File: config.mk
export PLATFORM = sky130hd
export DESIGN_NAME = fifo_rr_drain
export DESIGN_NICKNAME = d
export VERILOG_FILES = /design/src/rtl/fifo_rr_drain.sv
export SDC_FILE = /design/constraint.sdc
export NUM_CORES = 1
export LEC_CHECK = 0
export ABC_AREA = 0
export CORE_ASPECT_RATIO = 0.5
export CORE_MARGIN = 5
export CORE_UTILIZATION = 46
export CTS_CLUSTER_SIZE = 16
export DETAILED_ROUTE_END_ITERATION = 8
export PLACE_DENSITY = 0.81
export SYNTH_ARGS = -nofsm -noshare
export SYNTH_HDL_FRONTEND = slang
export SYNTH_SLANG_ARGS = --single-unit
File: constraint.sdc
create_clock -name clk -period 5.76 [get_ports clk]
set_input_delay 0.864 -clock clk [delete_from_list [all_inputs] [get_ports clk]]
set_output_delay 0.864 -clock clk [all_outputs]
set_load 0.005 [all_outputs]
File: src/rtl/fifo_rr_drain.sv
// ---------------------------------------------------------------------------
// fifo_rr_drain
//
// Drain stage sitting behind two FIFOs. A round-robin arbiter chooses which
// FIFO head to pop each cycle, and the popped entry is written into a 2-entry
// skid buffer whose oldest entry drives a registered valid/ready stream.
// Pops depend only on the buffer occupancy, the arbiter history and the
// source valids, never on out_ready, so the consumer's ready timing does not
// reach back into the FIFO occupancy logic.
//
// Ports:
//   clk        - clock, all state updates on the rising edge
//   rst_n      - asynchronous active-low reset
//   flush      - synchronous discard of all buffered entries
//   src0_valid - FIFO 0 non-empty
//   src0_data  - FIFO 0 head entry
//   src0_pop   - dequeue FIFO 0 this cycle
//   src1_valid - FIFO 1 non-empty
//   src1_data  - FIFO 1 head entry
//   src1_pop   - dequeue FIFO 1 this cycle
//   out_valid  - oldest buffered entry is valid
//   out_ready  - consumer accepts out_data this cycle
//   out_data   - oldest buffered entry
//   out_src    - which FIFO out_data came from
// ---------------------------------------------------------------------------
module fifo_rr_drain #(
   parameter int DATA_WIDTH = 70
) (
   input  logic                  clk,
   input  logic                  rst_n,
   input  logic                  flush,
   input  logic                  src0_valid,
   input  logic [DATA_WIDTH-1:0] src0_data,
   output logic                  src0_pop,
   input  logic                  src1_valid,
   input  logic [DATA_WIDTH-1:0] src1_data,
   output logic                  src1_pop,
   output logic                  out_valid,
   input  logic                  out_ready,
   output logic [DATA_WIDTH-1:0] out_data,
   output logic                  out_src
);

   // Each buffered entry carries its data with the source index in bit 0.
   logic [1:0]          count_q, count_d;
   logic                lastGrant_q, lastGrant_d;
   logic [DATA_WIDTH:0] entry0_q, entry0_d;
   logic [DATA_WIDTH:0] entry1_q, entry1_d;

   logic                space;
   logic                grantVld;
   logic                grantIdx;
   logic                enq;
   logic                deq;
   logic [DATA_WIDTH:0] popEntry;

   // Arbitration and pop generation. Pops are held off while reset is
   // asserted so the FIFOs are never dequeued during reset.
   always_comb begin
      space    = (count_q < 2'd2) & ~flush & rst_n;
      grantVld = 1'b0;
      grantIdx = 1'b0;
      if (src0_valid && src1_valid) begin
         grantVld = 1'b1;
         grantIdx = ~lastGrant_q;
      end else if (src0_valid) begin
         grantVld = 1'b1;
         grantIdx = 1'b0;
      end else if (src1_valid) begin
         grantVld = 1'b1;
         grantIdx = 1'b1;
      end
      src0_pop = space & grantVld & ~grantIdx;
      src1_pop = space & grantVld & grantIdx;
      enq      = src0_pop | src1_pop;
      popEntry = grantIdx ? {src1_data, 1'b1} : {src0_data, 1'b0};
      // A flush discards the whole buffer, so an accept in that cycle is moot.
      deq      = (count_q != 2'd0) & out_ready & ~flush;
   end

   // Next-state for the skid buffer. A new entry lands in entry0 whenever
   // entry0 is empty or being consumed in the same cycle; otherwise it waits
   // in entry1. When full, a dequeue shifts entry1 forward.
   always_comb begin
      count_d     = count_q;
      entry0_d    = entry0_q;
      entry1_d    = entry1_q;
      lastGrant_d = enq ? grantIdx : lastGrant_q;
      if (flush) begin
         count_d = 2'd0;
      end else begin
         case (count_q)
            2'd0: begin
               if (enq) begin
                  entry0_d = popEntry;
                  count_d  = 2'd1;
               end
            end
            2'd1: begin
               if (enq && !deq) begin
                  entry1_d = popEntry;
                  count_d  = 2'd2;
               end else if (enq && deq) begin
                  entry0_d = popEntry;
               end else if (deq) begin
                  count_d = 2'd0;
               end
            end
            2'd2: begin
               if (deq) begin
                  entry0_d = entry1_q;
                  count_d  = 2'd1;
               end
            end
            default: count_d = count_q;
         endcase
      end
   end

   // Control state. last grant resets to source 1 so that source 0 wins the
   // first tie after reset.
   always_ff @(posedge clk or negedge rst_n) begin
      if (!rst_n) begin
         count_q     <= 2'd0;
         lastGrant_q <= 1'b1;
      end else begin
         count_q     <= count_d;
         lastGrant_q <= lastGrant_d;
      end
   end

   // Entry storage is qualified by count, so it needs no reset.
   always_ff @(posedge clk) begin
      entry0_q <= entry0_d;
      entry1_q <= entry1_d;
   end

   assign out_valid = (count_q != 2'd0);
   assign out_data  = entry0_q[DATA_WIDTH:1];
   assign out_src   = entry0_q[0];

endmodule

==> results of run 1 <==
[cell families after synthesis]
kind of cell | after synthesis | share of synthesized area (%)
flops | 145 | 65.1
compound gates | 9 | 0.882
mux | 142 | 30.3
buf+inv | 19 | 2.70
simple gates | 10 | 1.05
[critical path, cell delays in order]
cell and delay, ns:
clkdlybuf4s50_1 0.50, a21boi_4 0.62, nor4b_2 0.38, clkdlybuf4s50_1 0.57
[metrics by stage]
step,instance area (um2),utilization [%],hold WS [ns]
after global routing,9580,66.7,0.544
after detailed placement,9010,62.8,0.527
final,9580,66.7,0.533
after CTS,9580,66.7,0.535
after global placement,9010,62.8,0.509
after floorplan,6670,-,0.500
[synth_stat cells, types with 2 or more instances]
master,instances
a21oi_1,3
buf_12,5
buf_2,10
buf_6,2
dfrtp_1,2
edfxtp_1,142
inv_1,2
mux2_2,28
mux2_4,112
nand2b_1,2
nor2b_1,2
o21ai_0,2
or3_1,2
[cell type report]
cell class | instances | share of cell area (%)
clock inverter | 13 | 1.45
multi-input combinational | 161 | 22.8
timing repair buffer | 224 | 23.3
clock buffer | 19 | 4.52
sequential | 145 | 45.3
inverter | 2 | 0.0784
tap | 198 | 2.59
[metal layers]
| metal | vias up | GRT usage, % | wire, um |
|---|---|---|---|
| met1 | 1794 | 18.1 | 5620 |
| met3 | 26 | 4.00 | 607 |
| li1 | 1727 | - | - |
| met4 | 0 | 7.04 | 399 |
| met5 | - | 0 | 0 |
| met2 | 91 | 30.6 | 7970 |
[sequential cells by signal (all words and copies together) (netlist names)]
name	flops
entry1_q	71
entry0_q	71
lastGrant_q	1
count_q	2
[placed cells by master (no fill, tap or decap), types with 4 or more instances in the layout]
master / count
mux2_2: 28
buf_4: 5
edfxtp_1: 142
clkbuf_16: 17
mux2_4: 112
clkdlybuf4s50_1: 219
clkinv_2: 4
clkinv_4: 4
[power breakdown]
group	internal (uW)	switching, uW
combinational	267	121
sequential	1210	10.4
clock	638	425
[worst max path at each step]
stage                     depth (start not counted)           end  startpoint  slack (ns)
after floorplan                                   3   entry0_q[0]  src1_valid        0.40
after global routing                              4      src1_pop  src1_valid        1.79
after detailed placement                          5  entry0_q[47]  src1_valid        1.85
after CTS                                         4      src1_pop  src1_valid        1.93
final                                             4      src1_pop  src1_valid        1.96
after global placement                            5  entry0_q[43]  src1_valid        1.92
==> out/results.ini, run 1 <==
[synthesis]
synth_area_per_cell_um2 = 20.5
synth_area_leaders = edfxtp_1 64%, mux2_4 25%, mux2_2 4.7%
netlist_area_mm2 = 0.00667
synth_edf_count = 142
synthCells = 325
synth_seq_cells = 145
synth_seq_area_share_pct = 65.1
syn_nets = 471
yosys_warnings = 0
yosys.area.top_type = edfxtp_1
synth_ff_type = edfxtp_1
ys_types = 24
synth.top_cell.area_share_pct = 64.0
async_flop_share_pct = 2.07

[global_route]
overflow = 0
grt_max_degree = 57
antenna_found_initial = 0
first_global_vias = 3785
grt_usage_pct = 16.3
grt_pass1_wl_um = 21400

[critical_path]
cp-start-kind = primary input
cp.arrival_ns = 2.93
critical_path_class = primary input to output pin
critPathRequiredTime_ns = 4.90
r2r_end = entry0_q[43]
r2r_setup_slack_ns = 2.94
cp_max_fo = 19
r2r_start = lastGrant_q
end_kind = output pin
reg2regPathDepth = 4

[finish]
multiInputGateArea_mm2 = 0.00218
fillers = 992
drive_gt1_share_pct = 32.3
register_area_mm2 = 0.00434
antenna_cells = 0
instances_no_fill = 762
area_delta_synth_final_pct = 43.6
fin_nets = 697

[cts]
path_clk_slew_ns = 0.06
postCtsSetupBuffers = 0
clockRootBuffer = clkbuf_16
cts_resized = 0
ctsHoldBuffers = 0
cts_num_sinks = 145
clk_path_buf_depth = 2
tritoncts = built
insertion_delay_ns = 0.41
cts_buffers = 17
htree_levels = 4

[timing]
finalSetupTns_ns = 0
timing.final.crit_share_pct = 65.9
clock_skew_ns = 0.00763
setup_viol = 0
period_minus_slack_ns = 3.80
hold_violations = 0
worst_slack_ns = 1.96
max_freq_ghz = 0.263
tightest_slew_ns = 0.973
slew_viol_final = 0
rsz0062_at_grt = false
relSlewSlack_pct = 35.1

[place]
placed_cells = 730
io_buffers = 219
place_congestion = 0.757
place_hpwl_um = 10200
place_ws_ns = 1.85

[power]
p_leak_uw = 0.00367
peakVddDrop_v = 0.000209
p_per_area_mw_per_mm2 = 279
power_uw = 2680

[routing]
avgViaCountPerCell = 4.77
wl_per_cell_um = 19.1
routed_wl_um = 14600
detailedRoute.firstPassIterationCount = 4
first_iter_violations = 190
vias = 3638
ant_nets = 0
post-route-drc-count = 0

[die]
rows = 31
core_mm2 = 0.0144
initial_utilization_pct = 46.5
fp.dieW_um = 180
die-area_mm2 = 0.0171
num_io_pins = 220
die_h_um = 95.1

[worst_hold_path]
hold_path.startpoint = lastGrant_q
hold_path_depth = 1
min_path_type = flip-flop to flip-flop
hold_end = lastGrant_q

[run]
cap_violations = 0

[run_status]
status = finished, final reports clean

No activity file was read; power rests on OpenSTA's default activity.
==> run 2, diff against run 1 <==
clock period = 3.5 ns   (was 5.76 ns; I/O delays follow)
==> out/results.ini, run 2 (same netlist as run 1, synthesis figures left out) <==
[critical_path]
crit_path_frequent_cell = clkdlybuf4s50_1
slowest_stage = clkdlybuf4s50_1
cp-start-kind = primary input
path_cells = clkdlybuf4s50_1, o21ai_1, or3_1, nor2_1, clkdlybuf4s50_1
cp_max_fo = 6  ; -13
path_buf_inv = 2  ; unchanged
cp.arrival_ns = 2.32  ; -0.61 ns
cpPeakStageDelay_ns = 0.54  ; -0.08 ns
critPathTopFamily = buffers and inverters
end_kind = output pin
critical_path_class = primary input to output pin
critPathRequiredTime_ns = 2.97  ; -1.93 ns

[finish]
area_delta_synth_final_pct = 45.6
fin_nets = 700  ; +0.43%
drive_gt1_share_pct = 32.8  ; +0.53 points
top_regs = entry0_q: 71 flops, entry1_q: 71 flops, count_q: 2 flops
layout_commonest_cell = clkdlybuf4s50_1
utilization_pct = 67.7  ; +0.92 points
layout_common_cells = 219 x clkdlybuf4s50_1, 142 x edfxtp_1, 112 x mux2_4
instances_no_fill = 765  ; +0.39%
antenna_cells = 0  ; unchanged
fillers = 954  ; -3.8%

[die]
die-area_mm2 = 0.0171  ; unchanged
num_io_pins = 220  ; unchanged
initial_utilization_pct = 46.5  ; unchanged
core_mm2 = 0.0144  ; unchanged
fp.dieW_um = 180  ; unchanged
rows = 31  ; unchanged
die_h_um = 95.1  ; unchanged

[power]
switching_share_pct = 20.2  ; -0.62 points
combinationalPowerShare_pct = 14.1  ; -0.4 points
power_uw = 4570  ; +71%
switchingPower_uw = 921  ; +66%
p_seq_share_pct = 44.1  ; -1.7 points
power_frac_clock_pct = 41.8  ; +2.0 points
p_int_uw = 3650  ; +72%
peakVddDrop_v = 0.000366  ; +75%
p_leak_uw = 0.00373  ; +1.5%
p_per_area_mw_per_mm2 = 470  ; +68%

[routing]
avgViaCountPerCell = 4.80  ; +0.51%
post-route-drc-count = 0  ; unchanged
first_iter_violations = 181  ; -4.7%
routed_wl_um = 13800  ; -5.7%
detailedRoute.firstPassIterationCount = 4  ; unchanged
wl_per_cell_um = 18.0  ; -6.0%
vias = 3671  ; +0.91%
ant_nets = 0  ; unchanged

[cts]
tritoncts = built
htree_levels = 4  ; unchanged
postCtsSetupBuffers = 0  ; unchanged
insertion_delay_ns = 0.41  ; about the same
ctsHoldBuffers = 0  ; unchanged
clockRootBuffer = clkbuf_16
path_clk_slew_ns = 0.06  ; about the same
cts_num_sinks = 145  ; unchanged
cts_resized = 0  ; unchanged
clk_path_buf_depth = 2  ; unchanged
cts_buffers = 17  ; unchanged

[timing]
worst_slack_ns = 0.658  ; -1.31 ns
rsz0062_at_grt = false
tightest_slew_ns = 0.577  ; -0.395 ns
hold_violations = 0  ; unchanged
timing.final.crit_share_pct = 81.2
slew_viol_final = 0  ; unchanged
period_minus_slack_ns = 2.84
max_freq_ghz = 0.352
clock_skew_ns = 0.00853  ; +0.000908 ns
setup_viol = 0  ; unchanged
finalSetupTns_ns = 0  ; unchanged
relSlewSlack_pct = 61.5  ; +26 points

[place]
io_buffers = 219  ; unchanged
placed_cells = 733  ; +0.41%
place_ws_ns = 0.632  ; -1.22 ns
place_hpwl_um = 10100  ; -1.1%
place_congestion = 0.775  ; +2.5%

[global_route]
overflow = 0  ; unchanged
first_global_vias = 3905  ; +3.2%
grt_usage_pct = 15.7  ; -0.65 points
grt_pass1_wl_um = 20900  ; -2.5%
antenna_found_initial = 0  ; unchanged
grt_max_degree = 72  ; +26%

[run_status]
status = finished, final reports clean

[worst_hold_path]
min_path_type = primary input to async pin

[run]
cap_violations = 0  ; unchanged

-- run 2: changes by cell type in the layout (fill, tap and decap cells not counted), sizes merged --
cell,before,now
clkbuf,19,18
clkinv,8,5
inv,3,6
clkinvlp,2,1
bufinv,2,4
buf,5,8
-- run 2: power groups by stage --
stage	Combinational, uW	Sequential, uW	Clock [uW]
floorplan	349	2060	0
global placement	636	2050	0
detailed placement	652	2050	0
CTS	655	2010	1950
global route	685	2020	2040
finish	645	2010	1910
-- run 2: metal layers --
metal,part of all wire [%],up-vias,GRT usage (%)
li1,-,1742,-
met1,39,1814,17.3
met2,55,91,29.7
met3,3.5,24,3.54
met4,2.5,0,6.54
met5,0,-,0
-- run 2: per-stage QoR --
step           hold slack, ns  area [um2]
2_1_floorplan           0.229        6670
3_3_place_gp            0.509        9080
3_5_place_dp            0.515        9080
4_1_cts                 0.306        9710
5_1_grt                 0.316        9710
6_report                0.315        9710
-- run 2: path summary, 6_finish.rpt --
| check | startpoint | end | slack [ns] | cells after the start |
|---|---|---|---|---|
| max in group asynchronous | rst_n | lastGrant_q | 2.96 | 1 |
| max | rst_n | src0_pop | 0.66 | 5 |
| min reg2reg | entry1_q[0] | entry0_q[0] | 0.53 | 1 |
| min in group clk | entry1_q[0] | entry0_q[0] | 0.53 | 1 |
| min | rst_n | count_q[1] | 0.32 | 1 |
| max reg2reg | count_q[1] | entry1_q[11] | 1.43 | 3 |
-- run 2: final cells by class --
type	count	area (um2)	area share [%]
repair buffers	227	2300	23.7
flip-flops and latches	145	4340	44.7
clock inverters	14	203	2.09
inverters	2	7.51	0.0773
multi-input cells	161	2180	22.5
clock buffers	18	429	4.42
well taps	198	248	2.55
